**config.mk**
```make
export PLATFORM = sky130hd
export DESIGN_NAME = lab4_mux_sel
export DESIGN_NICKNAME = d
export VERILOG_FILES = /design/src/rtl/lab4_mux_sel.sv
export SDC_FILE = /design/constraint.sdc
export NUM_CORES = 1
export LEC_CHECK = 0
export ABC_AREA = 1
export CORE_MARGIN = 2
export CORE_UTILIZATION = 25
export CTS_BUF_LIST = sky130_fd_sc_hd__clkbuf_16
export DETAILED_ROUTE_END_ITERATION = 10
export GPL_ROUTABILITY_DRIVEN = 0
export GPL_TIMING_DRIVEN = 0
export PLACE_DENSITY = 0.56
export SLEW_MARGIN = 15
export SYNTH_ARGS = -nofsm -noshare
export SYNTH_HDL_FRONTEND = slang
export SYNTH_SLANG_ARGS = --single-unit
export TNS_END_PERCENT = 50
```
**constraint.sdc**
```tcl
create_clock -name clk -period 2.2 [get_ports clk]
set_clock_uncertainty 0.05 [all_clocks]
set_input_delay 0.44 -clock clk [delete_from_list [all_inputs] [get_ports clk]]
set_output_delay 0.44 -clock clk [all_outputs]
set_load 0.1 [all_outputs]
```
**src/rtl/lab4_mux_sel.sv**
```systemverilog
`default_nettype none
// ============================================================================
// Module   : lab4_mux_sel
// Purpose  : Registered N-channel data selector for the display path. It has
//            manual selection, freeze/hold and an optional round-robin scan.
//            The scan is compiled in by LAB4_MUX_AUTOSCAN_EN.
// Revision : 1.0 - initial release
// ============================================================================
module lab4_mux_sel #(
    parameter int WIDTH      = 16,
    parameter int CHANNELS   = 4,
    parameter int SCAN_TICKS = 100_000_000
) (
    input  logic                          clk,
    input  logic                          reset_n,
    input  logic [CHANNELS*WIDTH-1:0]     din,
    input  logic [$clog2(CHANNELS)-1:0]   sel,
    input  logic                          mode,
    input  logic                          freeze,
    output logic [WIDTH-1:0]              y,
    output logic [$clog2(CHANNELS)-1:0]   ch,
    output logic                          switched
);

    localparam int              SELW      = $clog2(CHANNELS);
    localparam logic [SELW:0]   c_NUM_CH  = (SELW+1)'(CHANNELS);
    localparam logic [SELW-1:0] c_LAST_CH = SELW'(CHANNELS - 1);

    logic [SELW-1:0]  ch_q, ch_d;
    logic [WIDTH-1:0] y_q, y_d;
    logic             switched_q, switched_d;
    logic             w_sel_valid;

    // Out-of-range requests are ignored rather than wrapped
    assign w_sel_valid = ({1'b0, sel} < c_NUM_CH);

`ifdef LAB4_MUX_AUTOSCAN_EN
    localparam int              CNTW        = (SCAN_TICKS > 1) ? $clog2(SCAN_TICKS) : 1;
    localparam logic [CNTW-1:0] c_LAST_TICK = CNTW'(SCAN_TICKS - 1);

    logic [CNTW-1:0] cnt_q, cnt_d;
`else
    logic w_unused_mode;
    assign w_unused_mode = mode;
`endif

    always_comb begin
        ch_d = ch_q;
`ifdef LAB4_MUX_AUTOSCAN_EN
        cnt_d = cnt_q;
`endif
        if (!freeze) begin
`ifdef LAB4_MUX_AUTOSCAN_EN
            if (mode) begin
                if (cnt_q == c_LAST_TICK) begin
                    cnt_d = '0;
                    ch_d  = (ch_q == c_LAST_CH) ? '0 : ch_q + SELW'(1);
                end else begin
                    cnt_d = cnt_q + CNTW'(1);
                end
            end else begin
                cnt_d = '0;
                if (w_sel_valid) begin
                    ch_d = sel;
                end
            end
`else
            if (w_sel_valid) begin
                ch_d = sel;
            end
`endif
        end
    end

    // y follows the active channel every unfrozen cycle, not only on a switch
    always_comb begin
        y_d        = freeze ? y_q : din[int'(ch_d)*WIDTH +: WIDTH];
        switched_d = (ch_d != ch_q) && !freeze;
    end

    always_ff @(posedge clk or negedge reset_n) begin
        if (!reset_n) begin
            ch_q       <= '0;
            y_q        <= '0;
            switched_q <= 1'b0;
        end else begin
            ch_q       <= ch_d;
            y_q        <= y_d;
            switched_q <= switched_d;
        end
    end

`ifdef LAB4_MUX_AUTOSCAN_EN
    always_ff @(posedge clk or negedge reset_n) begin
        if (!reset_n) begin
            cnt_q <= '0;
        end else begin
            cnt_q <= cnt_d;
        end
    end
`endif

    assign y        = y_q;
    assign ch       = ch_q;
    assign switched = switched_q;

endmodule
`default_nettype wire

```
# [Word level (Yosys, flattened, before mapping)]
# Cells that the tools add are included.
[classes] n_eq_ne=1 n_shift=1 muxes=1 n_reduce_logical=2
[op_table] op="$shiftx 64x7->16" n=1
[op_table] op="$mux 2" n=1
[op_table] op="$ne 2x2->1" n=1
[op_table] op="$logic_and 1x1->1" n=1
[op_table] op="$logic_not 1->1" n=1
[totals] register_bits=19 inputBits=70 output_inout_bits=19 elab_cells=8

# [Longest topological paths before layout]
# Gate-level depths: netlist of the first run.
[logic_depth] depth_word=3 depth_mapped=9 depth_no_buf=8

# [Worst setup path after synthesis of the first run]
# Ideal clock, no wire load.
[synth_timing] path_type="register to register" start="reg ch_q[0] (netlist: ch[0])" end="reg y_q[10] (netlist: y[10])" setup_ps=120 arrival_time_ps=1807 required_ps=2030 setup_slack_ps=223 stages_incl_launch_ff=9 path_cell_list="dfrtp_1 -> nand2_1 -> nand2_2 -> buf_4 -> nand2_1 -> nand3_1 -> nand2_1 -> nand2_1 -> nand2_1"
[synth_via] elab_chain_cells=2
[synth_rtl] element="start: declaration" line_no="29" rtl="logic [SELW-1:0] ch_q, ch_d;"
[synth_rtl] element="start signal: assignment" line_no="87" rtl="ch_q <= ch_d;"
[synth_rtl] element="$mux 2" line_no="52" rtl="if (!freeze) begin"
[synth_rtl] element="via ch_d[0]" line_no="29"
[synth_rtl] element="$shiftx 64x7->16" line_no="77" rtl="y_d = freeze ? y_q : din[int'(ch_d)*WIDTH +: WIDTH];"
[synth_rtl] element="end signal: assignment" line_no="88" rtl="y_q <= y_d;"
[synth_rtl] element="end: declaration" line_no="30" rtl="logic [WIDTH-1:0] y_q, y_d;"
# The timed path passes the listed nets, and every way through them passes these cells.
# A chain may end at the register's enable or synchronous reset.

# [Worst setup path in the final report of the first run]
[layout_timing] start="reg ch_q[0] (netlist: ch[0])" end="out ch[0]"
[layout_rtl] element="end: declaration" line_no="21" rtl="output logic [$clog2(CHANNELS)-1:0] ch,"
# No word-level cell between the ends.

==> impl_metrics.yaml, run 1 <==
logic_synthesis:
  synth_nets: 344
  synth_warnings: 0
  synth_enable_flop_cells: 0
  synthArstFlopShare_pct: 100.0
  ys_types: 15
  ys_seq_elements: 19
  ys.flop_type: "dfrtp_1"
  syn_avg_cell_area_um2: 5.822
  synthCells: 274
  synthesis.area_um2: 1595
  synth_seq_area_share_pct: 29.80
placement:
  dp_hpwl_mm: 4.201
  post_dp_cell_area_um2: 2562
  port-buffer-count: 87
  preCtsSetupSlack_ns: -0.01441
layout:
  post_route_cells_drive_above_1_share_pct: 5.205
  multiInputGateArea_um2: 787.0
  register_area_um2: 475.5
  design_area_um2: 2621
  nets: 436
  nFillCells: 697
  antennaDiodeCount: 0
  area_delta_synth_final_pct: 64.31
route:
  vias: 1883
  drt-initial-drc-count: 83
  wl_mm: 5.229
  ant_nets: 0
  wire_per_inst_um: 11.83
  via_per_inst: 4.260
  drt-pass1-iter-count: 4
  remaining_drc_errors: 0
status:
  status: "complete, no violations"
worst_setup_path:
  start_kind: "register"
  critPathBufInv: 1
  cp_max_fo: 4
  crit_slowest_cell: "dlygate4sd2_1"
  critPathCaptureType: "output port"
  path_delay_family: "buffers and inverters"
  crit_chain: "dlygate4sd2_1"
  cpPeakStageDelay_ns: 0.88
  crit_type: "register to output port"
  critPathRequiredTime_ns: 1.71
  cp_data_arrival_time_ns: 1.55
sta:
  setup_viol: 0
  period_share_pct: 92.51
  finalHoldViolations: 0
  finalSetupTns_ns: 0
  hold_slack_ns: 0.4209
  period_needed_ns: 2.035
  slew_headroom_pct: 35.67
  slew_violations: 0
  rsz0062_at_grt: "no"
  setup_slack_ns: 0.1649
  max_slew.worst_pin.slew_ns: 0.9634
  fmax_ghz: 0.4914
worst_hold_path:
  min_path_type: "register to register"
floorplan:
  dieArea_um2: 7036
  row_count: 29
  ioPinCount: 89
  core_region_area_um2: 6277
  dieHeight_um: 83.88
  start_util_pct: 25.41
  die_w_um: 83.88
clock_network:
  clkLatencyLatePin_ns: 0.25
  clkTransAtPathRegs_ns: 0.05
  htree_levels: 1
  cts_tree: "done"
  cts_made_buffers: 3
  cts_root_buffer: "clkbuf_16"
  cts_buffer_depth: 2
  cts_sinks: 19
pwr:
  powerDensity_nw_per_um2: 621.0
  irDropWorstVdd_v: 0.0005086
  p_leak_nw: 1.513
global_route:
  grt_pass1_vias: 1916
  grtUsageTotal_pct: 15.44
  use_met1_pct: 19.41
  gr-usage-met2_pct: 25.16
  grt_pass1_wl_mm: 8.721
  grt_max_degree: 20
  overflow: 0
  busiest_layer: "met2"
  antenna_found_initial: 0
  use_met3_pct: 5.143
run:
  max-cap-violations: 0
[routing by layer]
metal | vias to the layer above | wire length (um)
met5 | - | 0
met4 | 0 | 125
met3 | 12 | 432
met2 | 79 | 2278
met1 | 788 | 2392
li1 | 1004 | -
[layout make-up]
class | count | share of cell area (%)
Clock inverter | 1 | 0.1432
Tap cell | 77 | 3.675
Inverter | 69 | 9.881
Clock buffer | 3 | 2.864
Timing Repair Buffer | 87 | 32.46
Sequential cell | 19 | 18.14
Multi-Input combinational cell | 172 | 30.02
Buffer | 14 | 2.816
[worst min-delay path: stages (launching register included)]
cell	delay, ns
dfrtp_1	0.33
nand2_1	0.05
nand2_1	0.05
[power by group]
part | total [mW] | internal, mW | switching (mW)
combinational | 0.839 | 0.250 | 0.588
sequential | 0.426 | 0.399 | 0.0270
clock | 0.363 | 0.241 | 0.122
[synthesized netlist by cell type (2+ instances only)]
library cell   n  area [um^2]
xnor2_1        2        17.52
inv_1         68        255.2
nand2_2        4        25.02
dfrtp_1       19        475.5
nand2_1       82        307.8
buf_4          4        30.03
clkbuf_1       4        15.01
nand3_1       80        400.4
buf_2          5        25.02
[final timing paths]
check / from / slack [ns] / cells past startpoint / end
worst max register to register: ch[0] / 0.53 / 7 / y[5]
min in group asynchronous: reset_n / 0.62 / 1 / y[12]
worst min-delay path: y[8] / 0.42 / 2 / y[8]
max in group asynchronous: reset_n / 0.96 / 1 / y[8]
worst min register to register: y[8] / 0.42 / 2 / y[8]
worst max-delay path: ch[0] / 0.16 / 1 / ch[0]
[registers in the layout (all words and copies together), names as in the netlist]
signal and flops:
y 16, switched 1, ch 2
[kinds of logic after synthesis]
kind of cell / after synthesis / synth area share (%)
buffers and inverters: 83 / 20.86
XOR/XNOR: 2 / 1.098
AND/OR/NAND/NOR: 168 / 46.90
AO/OA/AOI/OAI: 2 / 1.333
flip-flops: 19 / 29.80
[cells in the final DEF (no fill, tap or decap)]
| master | Yosys | final |
|---|---|---|
| nand3_1 | 80 | 80 |
| clkbuf_1 | 4 | 4 |
| nor2_4 | 1 | 1 |
| buf_4 | 4 | 4 |
| dlymetal6s2s_1 | 0 | 1 |
| nor2_1 | 1 | 1 |
| buf_2 | 5 | 5 |
| nand2_1 | 82 | 82 |
| nand2_2 | 4 | 4 |
| inv_2 | 1 | 1 |
| a21oi_1 | 1 | 1 |
| inv_1 | 68 | 69 |
| dlygate4sd2_1 | 0 | 18 |
| clkbuf_16 | 0 | 3 |
| dfrtp_1 | 19 | 19 |
| clkdlybuf4s50_1 | 0 | 68 |
| buf_1 | 1 | 1 |
| o21ai_4 | 1 | 1 |
| xnor2_1 | 2 | 2 |
[per-stage QoR]
step	power [mW]	util [%]	std cells
2_1_floorplan	1.013	-	274
3_3_place_gp	1.309	40.82	438
3_5_place_dp	1.314	40.82	438
4_1_cts	1.648	41.72	442
5_1_grt	1.725	41.76	442
6_report	1.628	41.76	442
[timing repair]
action	in CTS	in global routing
pin swaps	0	0
endpoints found under the hold margin	0	0
cloned	0	0
hold buffers	0	0
buffers inserted	0	0
setup endpoints to repair	18	1
resized for setup	18	1
Note: power is estimated with default switching activity, not from simulation.
==> run 2, diff against run 1 <==
- clock period: 2.2 -> 2.61 ns (I/O delays scaled with it)
==> impl_metrics.yaml, run 2 (synthesis results as in run 1) <==
sta:
  setup_viol: 0
  finalSetupTns_ns: 0
  finalHoldViolations: 0
  fmax_ghz: 0.4159
  period_needed_ns: 2.405
  hold_slack_ns: 0.4257
  rsz0062_at_grt: "no"
  period_share_pct: 92.13
  max_slew.worst_pin.slew_ns: 0.9763
  slew_headroom_pct: 34.71
  slew_violations: 0
layout:
  final_cell_mix: "clkdlybuf4s50_1, nand2_1, nand3_1"
  final_cells: 442
  area_delta_synth_final_pct: 65.57
  post_route_cells_drive_above_1_share_pct: 5.205
  largest_reg_flops: 16
  antennaDiodeCount: 0
  nFillCells: 681
  nets: 436
  final_common_cell: "clkdlybuf4s50_1"
route:
  wire_per_inst_um: 11.83
  via_per_inst: 4.260
  ant_nets: 0
  remaining_drc_errors: 0
  wl_mm: 5.229
  drt-initial-drc-count: 84
  drt-pass1-iter-count: 4
  vias: 1883
clock_network:
  cts_setup_buffers: 0
  cts_root_buffer: "clkbuf_16"
  clkTransAtPathRegs_ns: 0.05
  cts_buffer_depth: 2
  cts_sinks: 19
  clkLatencyLatePin_ns: 0.25
  htree_levels: 1
  hold_buffers: 0
  cts_made_buffers: 3
  cts_tree: "done"
  cts.repair.resized: 0
pwr:
  p_sw_mw: 0.6226
  p_leak_nw: 1.462
  powerDensity_nw_per_um2: 531.0
  pwr-share-comb_pct: 52.5
  irDropWorstVdd_v: 0.0004462
  internal_power_mw: 0.7799
  seqPwrFrac_pct: 25.8
  swShare_pct: 44.39
  clkPwrFrac_pct: 21.8
global_route:
  antenna_found_initial: 0
  grt_pass1_wl_mm: 8.749
  grtUsageTotal_pct: 15.48
  grt_max_degree: 20
  grt_pass1_vias: 1920
  overflow: 0
worst_setup_path:
  cp_data_arrival_time_ns: 1.83
  path_delay_family: "buffers and inverters"
  start_kind: "register"
  crit_slowest_cell: "clkdlybuf4s50_1"
  cp_max_fo: 4
  critPathCaptureType: "output port"
  r2r_slack_ns: 0.94
  cpPeakStageDelay_ns: 1.16
  critPathBufInv: 1
  crit_type: "register to output port"
  crit_chain: "clkdlybuf4s50_1"
  critPathRequiredTime_ns: 2.04
placement:
  dpl.cell_count: 438
  port-buffer-count: 87
  dp_hpwl_mm: 4.201
floorplan:
  ioPinCount: 89
  row_count: 29
  core_region_area_um2: 6277
  start_util_pct: 25.41
  dieHeight_um: 83.88
  dieArea_um2: 7036
  die_w_um: 83.88
status:
  status: "complete, no violations"
worst_hold_path:
  min_path_type: "register to register"
run:
  max-cap-violations: 0
run 2: final cells by class:
class / count / area [um^2] / area share [%]
Timing Repair Buffer: 87 / 870.8 / 32.97
Multi-Input combinational cell: 172 / 787.0 / 29.80
Sequential cell: 19 / 475.5 / 18.00
Inverter: 69 / 259.0 / 9.806
Tap cell: 77 / 96.34 / 3.648
Clock buffer: 3 / 75.07 / 2.842
Buffer: 14 / 73.82 / 2.795
Clock inverter: 1 / 3.754 / 0.1421
run 2: layer usage:
| metal | wire length, um | GRT usage (%) | vias to the layer above | share of wire (%) |
|---|---|---|---|---|
| met2 | 2268 | 25.16 | 80 | 43 |
| met3 | 441 | 5.341 | 13 | 8.4 |
| met5 | 0 | 0 | - | 0 |
| met4 | 127 | 4.545 | 0 | 2.4 |
| li1 | - | - | 1003 | - |
| met1 | 2391 | 19.41 | 787 | 46 |
run 2: path summary, 6_finish.rpt:
kind	to	cells past startpoint	start
max	ch[0]	1	ch[0]
min	y[8]	2	y[8]
max reg2reg	y[5]	7	ch[0]
min reg2reg	y[8]	2	y[8]
max in group asynchronous	y[8]	1	reset_n
min in group asynchronous	y[12]	1	reset_n
run 2: per-stage QoR:
stage | setup WS [ns] | power, mW | utilization (%) | area (um^2)
6_report | 0.2055 | 1.403 | 42.08 | 2641
5_1_grt | 0.1662 | 1.485 | 42.08 | 2641
4_1_cts | 0.1997 | 1.420 | 42.08 | 2641
3_5_place_dp | 0.3136 | 1.108 | 40.82 | 2562
3_3_place_gp | 0.3682 | 1.104 | 40.82 | 2562
2_1_floorplan | 0.6331 | 0.8541 | - | 1595
run 2: power by group through the flow:
stage	logic (mW)	clock network [mW]	registers, mW
after global placement	0.736	0	0.367
final	0.736	0.306	0.361
after global routing	0.788	0.330	0.367
after CTS	0.743	0.314	0.362
after detailed placement	0.741	0	0.366
after floorplan	0.185	0	0.670
==> run 3, diff against run 2 <==
- CORE_UTILIZATION: 25 -> 42
- PLACE_DENSITY: 0.56 -> 0.87
==> impl_metrics.yaml, run 3 (synthesis results as in run 1) <==
worst_setup_path:
  crit_type: "register to output port"
  cpPeakStageDelay_ns: 1.18
  start_kind: "register"
  crit_slowest_cell: "clkdlybuf4s50_1"
  critPathBufInv: 1
  cp_data_arrival_time_ns: 1.83
  cp_max_fo: 4
  crit_chain: "clkdlybuf4s50_1"
  critPathCaptureType: "output port"
  path_delay_family: "buffers and inverters"
  critPathRequiredTime_ns: 2.04
sta:
  period_needed_ns: 2.399
  period_share_pct: 91.90
  finalSetupTns_ns: 0
  rsz0062_at_grt: "no"
  slew_violations: 0
  max_slew.worst_pin.slew_ns: 0.9997
  fmax_ghz: 0.4169
  finalHoldViolations: 0
  setup_viol: 0
  hold_slack_ns: 0.4286
  slew_headroom_pct: 33.15
route:
  ant_nets: 0
  via_per_inst: 4.785
  vias: 1976
  drt-initial-drc-count: 114
  remaining_drc_errors: 0
  wl_mm: 4.709
  drt-pass1-iter-count: 4
  wire_per_inst_um: 11.40
placement:
  port-buffer-count: 87
  post_dp_cell_area_um2: 2526
  dpl.cell_count: 409
  dp_hpwl_mm: 3.781
clock_network:
  cts.repair.resized: 0
  hold_buffers: 0
  cts_buffer_depth: 2
  clkTransAtPathRegs_ns: 0.05
  cts_made_buffers: 3
  cts_setup_buffers: 0
  htree_levels: 1
  cts_sinks: 19
  cts_tree: "done"
  cts_root_buffer: "clkbuf_16"
  clkLatencyLatePin_ns: 0.25
layout:
  post_route_cells_drive_above_1_share_pct: 5.205
  design_area_um2: 2605
  antennaDiodeCount: 0
  nFillCells: 334
  final_cell_mix: "clkdlybuf4s50_1, nand2_1, nand3_1"
  nets: 436
  multiInputGateArea_um2: 787.0
  final_cells: 413
  register_area_um2: 475.5
  area_delta_synth_final_pct: 63.29
  final_common_cell: "clkdlybuf4s50_1"
  largest_reg_flops: 16
pwr:
  p_total_mw: 1.402
  p_leak_nw: 1.462
  irDropWorstVdd_v: 0.0004688
  powerDensity_nw_per_um2: 538.2
floorplan:
  dieHeight_um: 65.63
  ioPinCount: 89
  core_region_area_um2: 3661
  start_util_pct: 43.57
  row_count: 22
  dieArea_um2: 4307
  die_w_um: 65.63
global_route:
  overflow: 0
  grt_max_degree: 20
  antenna_found_initial: 0
  grt_pass1_wl_mm: 7.900
  grtUsageTotal_pct: 23.56
  grt_pass1_vias: 1842
worst_hold_path:
  min_path_type: "register to register"
run:
  max-cap-violations: 0
status:
  status: "complete, no violations"
run 3: cell counts in the layout (fill, tap and decap cells not counted):
No cell type changed its count.
run 3: metal layers:
metal / share of wire [%] / track usage, % / vias to the layer above
li1: - / - / 1009
met1: 40 / 27.06 / 883
met5: 0 / 0 / -
met3: 9.4 / 6.849 / 4
met2: 50 / 43.81 / 80
met4: 0.57 / 3.125 / 0
run 3: metrics by stage:
stage | worst slack, ns | utilization, %
global placement | 0.4463 | 69.00
finish | 0.2114 | 71.16
floorplan | 0.6331 | -
CTS | 0.2126 | 71.16
global route | 0.1705 | 71.16
detailed placement | 0.3837 | 69.00
run 3: cell type report:
class / instances / area share (%)
sequential: 19 / 18.25
multi-input combinational: 172 / 30.21
timing repair buffer: 87 / 33.43
clock buffer: 3 / 2.882
inverter: 69 / 9.942
tap: 48 / 2.305
clock inverter: 1 / 0.1441
buffer: 14 / 2.834
run 3: report_power, final:
group | internal, mW | switching, mW
clock network | 0.204 | 0.103
registers | 0.337 | 0.0255
logic | 0.240 | 0.493
run 3: final timing paths:
kind	slack (ns)	cells past startpoint	from	to
max	0.21	1	ch[0]	ch[0]
min	0.43	2	y[12]	y[12]
max reg2reg	1.03	7	ch[0]	y[4]
min reg2reg	0.43	2	y[12]	y[12]
max in group asynchronous	1.32	1	reset_n	y[2]
min in group asynchronous	0.69	1	reset_n	y[12]
